File: src/rtl/dmem_arbiter.sv
// Two-port round-robin arbiter for the shared single-cycle data memory, with
// bounded burst locking and a registered one-cycle read response per port.
module dmem_arbiter #(
  parameter int ADDR_WIDTH = 32,
  parameter int DATA_WIDTH = 32,
  parameter int MAX_BURST  = 4
) (
  input  logic                  clk,
  input  logic                  rst,
  input  logic                  req0,
  input  logic                  we0,
  input  logic [2:0]            mode0,
  input  logic [ADDR_WIDTH-1:0] addr0,
  input  logic [DATA_WIDTH-1:0] wdata0,
  input  logic                  lock0,
  input  logic                  req1,
  input  logic                  we1,
  input  logic [2:0]            mode1,
  input  logic [ADDR_WIDTH-1:0] addr1,
  input  logic [DATA_WIDTH-1:0] wdata1,
  input  logic                  lock1,
  output logic                  gnt0,
  output logic                  gnt1,
  output logic                  rvalid0,
  output logic [DATA_WIDTH-1:0] rdata0,
  output logic                  rvalid1,
  output logic [DATA_WIDTH-1:0] rdata1,
  output logic                  mem_we,
  output logic [2:0]            mem_mode,
  output logic [ADDR_WIDTH-1:0] mem_addr,
  output logic [DATA_WIDTH-1:0] mem_wdata,
  input  logic [DATA_WIDTH-1:0] mem_rdata
);

  localparam int CW = $clog2(MAX_BURST + 1);

  logic          last;
  logic          own_v;
  logic          own;
  logic [CW-1:0] cnt;

  logic [1:0] req;
  logic [1:0] gnt;
  logic       own_req;
  logic       other_req;
  logic       any_gnt;
  logic       gsel;
  logic       glock;

  assign req       = {req1, req0};
  assign own_req   = own ? req1 : req0;
  assign other_req = own ? req0 : req1;

  // A held lock wins until the burst budget runs out while the other port waits.
  always_comb begin
    gnt = 2'b00;
    if (own_v && own_req && ((cnt < CW'(MAX_BURST)) || !other_req)) begin
      gnt = own ? 2'b10 : 2'b01;
    end else if (req == 2'b01 || req == 2'b10) begin
      gnt = req;
    end else if (req == 2'b11) begin
      gnt = last ? 2'b01 : 2'b10;
    end
  end

  assign gnt0    = gnt[0];
  assign gnt1    = gnt[1];
  assign any_gnt = gnt[0] | gnt[1];
  assign gsel    = gnt[1];
  assign glock   = gsel ? lock1 : lock0;

  assign mem_we    = any_gnt & (gsel ? we1 : we0);
  assign mem_mode  = !any_gnt ? 3'b000 : (gsel ? mode1 : mode0);
  assign mem_addr  = !any_gnt ? '0 : (gsel ? addr1 : addr0);
  assign mem_wdata = !any_gnt ? '0 : (gsel ? wdata1 : wdata0);

  // Fairness and ownership tracking; a non-locking beat or a dropped owner request ends the burst.
  always_ff @(posedge clk or posedge rst) begin
    if (rst) begin
      last  <= 1'b1;
      own_v <= 1'b0;
      own   <= 1'b0;
      cnt   <= '0;
    end else if (any_gnt) begin
      last <= gsel;
      if (glock) begin
        own_v <= 1'b1;
        own   <= gsel;
        if (own_v && (own == gsel)) begin
          cnt <= (cnt == CW'(MAX_BURST)) ? cnt : cnt + CW'(1);
        end else begin
          cnt <= CW'(1);
        end
      end else begin
        own_v <= 1'b0;
        cnt   <= '0;
      end
    end else if (own_v && !own_req) begin
      own_v <= 1'b0;
      cnt   <= '0;
    end
  end

  always_ff @(posedge clk or posedge rst) begin
    if (rst) begin
      rvalid0 <= 1'b0;
      rvalid1 <= 1'b0;
      rdata0  <= '0;
      rdata1  <= '0;
    end else begin
      rvalid0 <= gnt[0] & !we0;
      rvalid1 <= gnt[1] & !we1;
      if (gnt[0] && !we0) rdata0 <= mem_rdata;
      if (gnt[1] && !we1) rdata1 <= mem_rdata;
    end
  end

endmodule

File: config.mk
export PLATFORM = sky130hd
export DESIGN_NAME = dmem_arbiter
export DESIGN_NICKNAME = d
export VERILOG_FILES = /design/src/rtl/dmem_arbiter.sv
export SDC_FILE = /design/constraint.sdc
export NUM_CORES = 1
export LEC_CHECK = 0
export CORE_AREA = 2 2 121 123
export CTS_CLUSTER_SIZE = 28
export DETAILED_ROUTE_END_ITERATION = 7
export DIE_AREA = 0 0 123 125
export HOLD_SLACK_MARGIN = 0.1
export MAX_ROUTING_LAYER = met4
export PLACE_DENSITY = 0.7
export SLEW_MARGIN = 10
export SYNTH_ARGS = -nofsm -noshare
export SYNTH_HDL_FRONTEND = slang
export SYNTH_SLANG_ARGS = --single-unit
File: constraint.sdc
create_clock -name clk -period 2.8 [get_ports clk]
set_clock_uncertainty 0.1 [all_clocks]
set_input_delay 0.56 -clock clk [delete_from_list [all_inputs] [get_ports clk]]
set_output_delay 0.56 -clock clk [all_outputs]
set_load 0.005 [all_outputs]
==> results of run 1 <==
[cell usage after synthesis]
cell	number
a21o_1	2
o22a_1	1
nand4b_1	1
o211ai_1	2
nor2_2	1
nand2b_1	1
buf_6	2
nor2b_1	1
nand3_1	3
a221o_1	1
nand3b_1	2
a21oi_1	74
ha_1	3
buf_8	3
buf_1	2
dfstp_2	1
o21ai_0	1
a32oi_1	1
clkbuf_1	14
inv_2	1
mux2_4	29
inv_1	6
nand2_1	144
mux2_2	35
or3b_2	2
a21boi_0	2
o31a_1	2
a32o_2	1
and2_4	1
o21ai_2	1
nand4_1	1
dfrtp_1	71
nor2_1	5
a31oi_1	1
buf_2	8
and3b_1	1
mux2i_2	1
[cells by family after synthesis]
logic type | after synthesis | synth area share
flip-flops | 72 | 0.448
adder cells (fa/ha/maj) | 3 | 0.00932
AND/OR/NAND/NOR | 163 | 0.163
buffers and inverters | 36 | 0.0482
multiplexers | 65 | 0.209
AO/OA/AOI/OAI | 89 | 0.122
[worst max-delay path: cells and delay by family (launching register included)]
kind / cells / cell delay, ps
AOI/OAI and AO/OA: 3 / 540
DFF: 1 / 400
buffers and inverters: 6 / 740
and+or+nand+nor: 3 / 290
[registers in the layout (all words and copies together) (netlist names)]
signal   flops
rdata0      32
rdata1      32
cnt          3
last         1
own          1
own_v        1
rvalid0      1
rvalid1      1
[routing by layer]
metal | GRT usage | up-vias | routed length, um
li1 | - | 2198 | -
met5 | - | - | 0
met2 | 0.389 | 222 | 9230
met1 | 0.297 | 2314 | 7910
met4 | 0.0668 | 0 | 477
met3 | 0.0392 | 34 | 1070
[where the power goes]
part / total [mW] / internal [mW] / switching [mW] / leakage [nW]
Sequential: 1.85 / 1.55 / 0.298 / 0.856
Combinational: 4.63 / 2.87 / 1.77 / 2.89
Clock: 1.19 / 0.728 / 0.458 / 0.152
[final timing paths]
kind                            cells after the start    from             to  slack [ps]
worst max-delay path                               12  cnt[2]  mem_wdata[24]        -150
worst min-delay path                                2    last           last         400
worst max register to register                     10  cnt[2]      rdata1[0]         160
worst min register to register                      2    last           last         400
max in group asynchronous                           3     rst     rdata1[20]        1560
min in group asynchronous                           2     rst      rdata1[4]         510
[repair_timing]
action | 4_1_cts | 5_1_grt
pin swaps | 45 | 28
hold buffers | 0 | 0
gates cloned | 12 | 4
resized for setup | 356 | 74
buffers inserted | 21 | 8
setup endpoints to repair | 103 | 70
[metrics by stage]
stage,worst slack [ps],cell area (um^2)
2_1_floorplan,63.4,4050
6_report,-147,8670
4_1_cts,-140,8270
5_1_grt,-247,8670
3_5_place_dp,-960,7610
3_3_place_gp,-906,7610
[cell type report]
type / count / area, um^2
timing repair buffer: 388 / 3840
inverter: 7 / 31.3
sequential: 72 / 1800
clock buffer: 10 / 239
fill: 1146 / 5540
clock inverter: 6 / 75.1
multi-input combinational: 320 / 2450
tap: 184 / 230
==> out/summary.md, run 1 <==
The run finished, with violations left. The final reports fail on negative setup slack. For the worst slew margin relative to its limit, the log shows 0.657. The logs give 339 MHz for the timing-limited maximum frequency and 0 for the residual antenna-violating net count after detailed routing.

The count of cell types in the netlist came out at 37. On the critical path, the stage with the largest delay is an instance of dfrtp_1. The final net count was 975; the warning count from the yosys run was 0. The post-synthesis area per instance works out to 9.41 um^2.

In this run the static leakage power is 3.90 nW. The path category of the worst min-delay check is flop to flop. The number of I/O port buffers came out at 309. Entering global routing, the biggest net connects 34 pins.

After the first detailed-routing iteration, the DRC count stood at 251. The required time of the critical path was 2140 ps. Leaving out fill and tap cells, the most frequent cells in the layout are clkdlybuf4s50_1 (237), nand2_1 (103), dfrtp_1 (71). The flop and latch count out of synthesis came out at 72.

Once detailed placement completed, the half-perimeter wirelength came to 13,000 um. The post-CTS clock slew at the launch and capture registers of the worst setup and hold paths is 60 ps, and the part of the Yosys area used for sequential elements is 0.448. The die covers 0.0154 mm^2. After detailed routing, the number of remaining DRC violations is 0. The synthesized design spends more area on one cell type than any other, namely dfrtp_1. Summed over all failing endpoints, the final setup total negative slack is -4450 ps. After detailed routing, the number of vias per cell comes to 4.83. The post-synth design cell area was 0.00403 mm^2.

Setup repair after global routing could not meet its margin everywhere. The cell count after synthesis came out at 428. Counting I/O delays and the setup requirement, the final critical path takes 2950 ps.

The run gives 0 as the number of maximum-capacitance constraint violations. The clock passes through at most 2 buffers. The post-route total power was 7.67 mW. The run gives 0 as the number of antenna repair diodes. STA classifies the critical path endpoint as an output pin. The hold violation count in the final report came out at 0.

The later pin in the worst-skew pair is clocked with a latency of 320 ps. The overall routing resource usage is 0.236. The standard cell core area is 0.0142 mm^2. For the worst setup path, the data arrival time is 2290 ps. The actual slew at the worst max-slew pin works out to 514 ps. The share of the clock period used by the worst path after layout is 1.05, and the delay of the slowest cell on the worst path is 400 ps.

The wire length of the first global-routing pass was 27,100 um. The fraction of post-synthesis cell area in the top cell type by area was 0.441. The initial antenna violation count is 0. For the final-report setup violation count, the log shows 61. For the total wire length after detailed routing, the log shows 18,700 um.

The TritonCTS buffer count was 9; the areal power density over the cells was 885 mW/mm^2. The run gives 0.610 as the share of the core filled with cells in the final layout. The most frequent standard cell in the layout excluding fill and tap cells is clkdlybuf4s50_1.

In this run the horizontal extent of the chip is 123 um. In this run the number of H-tree levels came out at 3. In the post-synthesis netlist, the biggest area contributors are dfrtp_1 (44%), nand2_1 (13%), mux2_4 (11%), mux2_2 (9.8%), a21oi_1 (9.2%). The signal on the critical path passes through nand2_1, a32o_2, and2_4, o21ai_4, clkinv_4, buf_12, buf_12, buf_16, buf_6, nand2_2, a21oi_2, buf_2.

The first TritonRoute pass finished after 4 iterations. Synthesis produced a netlist with a net count of 605. The tightest hold path in the finished design has a slack of 400 ps.

VDD sags by at most 0.360 mV. The type of the worst setup path was flop to output pin. The via count of the first global-routing pass came out at 4,872. For this run, the number of standard cells in the final layout without fillers is 987. The starting utilization of the core area is 0.284.

Relative to the synthesized area, the layout overhead comes to 115%. Summed over all layers, the global routing overflow is 0. The floorplan step set the die height to 125 um. The final route contains 4,768 vias.

TritonCTS built the clock tree. The clock root buffer was clkbuf_16. The number of placed cells counting well taps was 930; the number of max-slew violations in the final report was 0. The ratio of cells with drive above 1 in the final layout was 0.413. The run gives -147 ps as the final worst slack. The worst setup path is launched from a flop. In this run the worst path has a maximum fanout of 5. The tree built by TritonCTS fans out to 72 sinks. In this run the core area contains 44 standard-cell rows. The cell that appears most often on the critical path is buf_12. In the final routed layout, each cell accounts on average for 18.9 um.

At the end of routability-driven placement, the weighted congestion stood at 0.945. 310 I/O pins were placed.
Note: power is estimated with default switching activity, not from simulation.
==> inputs of run 2 (changes only) <==
CTS_BUF_LIST = sky130_fd_sc_hd__clkbuf_8   (was not set)
==> out/summary.md, run 2 (synthesis results as in run 1) <==
The run finished, with violations left. The final reports fail on negative setup slack. The share of the core filled with cells in the final layout is 0.606 (-0.00414), and the post-CTS clock slew at the launch and capture registers of the worst setup and hold paths is 90 ps (+30 ps). The routed wire length per instance works out to 18.5 um (-2.1%).

The final-report setup violation count is 69 (+13%). Setup repair after global routing could not meet its margin everywhere. The tools report the starting utilization of the core area as 0.284 (unchanged). The boundary pin count is 310 (unchanged). The via count of the first global-routing pass came out at 4,890 (+0.37%). The tools report the number of max-slew violations in the final report as 0 (unchanged). TritonCTS buffer count: 9 (unchanged).

The cell area reported after detailed placement is 0.00761 mm^2 (unchanged), and the depth of the most critical reg-to-reg path is 11 (+1). Among cell families on the critical path, the largest total delay comes from buffers and inverters. The areal power density over the cells was 859 mW/mm^2 (-2.9%). The ratio of cells with drive above 1 in the final layout is 0.405 (-0.00848), and the number of I/O port buffers is 309 (unchanged). The die outline width was 123 um (unchanged). The cell with the largest stage delay on the worst path was dfrtp_1.

Standard cell core area: 0.0142 mm^2 (unchanged). The die extent in y was 125 um (unchanged). For the number of hold-repair buffers added at the cts stage, the log shows 0 (unchanged). The largest registers in the layout are rdata0: 32 flops, rdata1: 32 flops, cnt: 3 flops. The logs give 0 (unchanged) for the number of maximum-capacitance constraint violations and 3 (unchanged) for the depth of the CTS H-tree. The area of the die was 0.0154 mm^2 (unchanged).

Traced cell by cell, the critical path runs through nand2_1, a32o_2, and2_4, o21ai_4, clkinv_4, buf_12, buf_12, buf_16, buf_6, nand2_2, a21oi_2, buf_2. The number of search-and-repair iterations in the first detailed-routing pass was 4 (unchanged); the growth of design area from synthesis to finish was 114%. The tools report the via total after detailed routing as 4,706 (-1.3%).

The DRC violation count after routing is 0 (unchanged), and the final design area excluding fillers is 0.00861 mm^2 (-0.68%). The highest net fanout along the worst path works out to 5 (unchanged). TritonCTS built the clock tree. For the wire length of the first global-routing pass, the log shows 27,300 um (+0.59%).

The number of rows in the core area is 44 (unchanged), and the hold violation count in the final report is 0 (unchanged). For the clock sink count, the log shows 72 (unchanged). The endpoint of the lowest-slack register-to-register path is rdata1[20]. Sum of net half-perimeters after detailed placement: 13,000 um (unchanged). Startpoint of the worst-slack reg-to-reg timing path: cnt[2]. The vias per cell came out at 4.76 (-1.5%). The setup slack of the most critical reg-to-reg path is 190 ps (+30 ps).

STA classifies the critical path startpoint as a flop. The accumulated negative setup slack is -8650 ps (-4200 ps), and the timing-limited maximum frequency is 332 MHz (-2.2%). The actual slew at the worst max-slew pin works out to 537 ps (+23.1 ps). Worst slew margin relative to its limit: 0.641 (-0.0154). The overall routing resource usage is 0.238 (+0.00149). The path with the worst hold slack has its endpoint at last.

The leakage power of the design came out at 3.93 nW (+0.88%). The number of antenna repair diodes is 0 (unchanged), and the post-route minimum period is 3010 ps (+65.3 ps). The number of buffer and inverter instances along the worst setup path is 6 (unchanged). Leaving out fill and tap cells, the most frequent cell in the layout is clkdlybuf4s50_1. In this run the most critical hold path is launched from last. In the layout the commonest cells are clkdlybuf4s50_1 (237), nand2_1 (93), dfrtp_1 (71). The run gives -212 ps (-65.3 ps) as the final worst slack.

The delay of the slowest cell on the worst path came out at 410 ps (about the same). Type of the worst setup path: flop to output pin. The tools report the final global-route overflow total as 0 (unchanged).

The clock root buffer is clkbuf_8. The required time of the critical path was 2140 ps (about the same). The worst setup path is captured at an output pin. The run gives 0 (unchanged) as the initial antenna violation count. The share of the clock period used by the worst path after layout came out at 1.08 (+0.0233). The cell that appears most often on the critical path is buf_12. The clock insertion delay at the later pin of the skew report is 340 ps (+20 ps), and the final weighted congestion in routability-driven placement is 0.945 (unchanged). The logs give 292 (+16%) for the initial detailed-routing violation count and 0 (unchanged) for the residual antenna-violating net count after detailed routing. The cell depth of the worst min-delay path is 2 (unchanged), and the final net count is 977 (+0.21%). The path category of the worst min-delay check is flop to flop. For the total wire length after detailed routing, the log shows 18,300 um (-1.9%). The maximum number of buffers from clock root to sink was 2 (unchanged). The tools report the maximum vdd ir drop as 0.355 mV (-1.4%). The maximum number of pins on one net before global-route repair came out at 34 (unchanged). The tools report the critical path arrival as 2350 ps (+60 ps).
## run 2: worst max-delay path by stage
stage	start	end	slack, ps	cells after the start
after global placement	req0	mem_wdata[12]	-910	10
after floorplan	req0	mem_addr[30]	60	9
final	cnt[2]	mem_wdata[24]	-210	12
after CTS	cnt[2]	mem_wdata[24]	-170	12
after detailed placement	req0	mem_addr[29]	-960	11
after global routing	cnt[2]	mem_wdata[24]	-350	12
## run 2: where the power goes
group	total (mW)	internal [mW]	switching, mW
Clock	0.876	0.450	0.426
Sequential	1.85	1.55	0.295
Combinational	4.67	2.91	1.77
## run 2: routing by layer
metal  track usage  share of wire  vias to the layer above
met5             -              0                        -
met1         0.301           0.42                     2273
met3        0.0383          0.062                       32
met4        0.0775          0.027                        0
li1              -              -                     2199
met2         0.386           0.49                      202
## run 2: area by class of cell
class / instances / area [um^2]
Clock buffer: 10 / 138
Multi-Input combinational cell: 320 / 2450
Clock inverter: 6 / 75.1
Fill cell: 1178 / 5590
Sequential cell: 72 / 1800
Tap cell: 184 / 230
Inverter: 7 / 31.3
Timing Repair Buffer: 390 / 3880
## run 2: tightest hold or removal path, delay by kind of cell (launching register included)
kind                   cells  cell delay (ps)
buffers and inverters      1               40
DFF                        1              390
AOI/OAI and AO/OA          1               70
## run 2: what timing repair did
item                       in CTS  in global routing
setup endpoints to repair     102                102
resized for setup             351                 89
pin swaps                      21                 31
buffers inserted               25                  6
gates cloned                   13                  4
## run 2: per-stage QoR
stage                     hold slack, ps  worst slack, ps  total power, mW  cells
after global placement               388             -906             5.66    930
after detailed placement             395             -960             5.74    930
after floorplan                      370             63.4             3.36    428
after CTS                            409             -172             7.12    983
after global routing                 421             -346             7.85    989
final                                407             -212             7.40    989
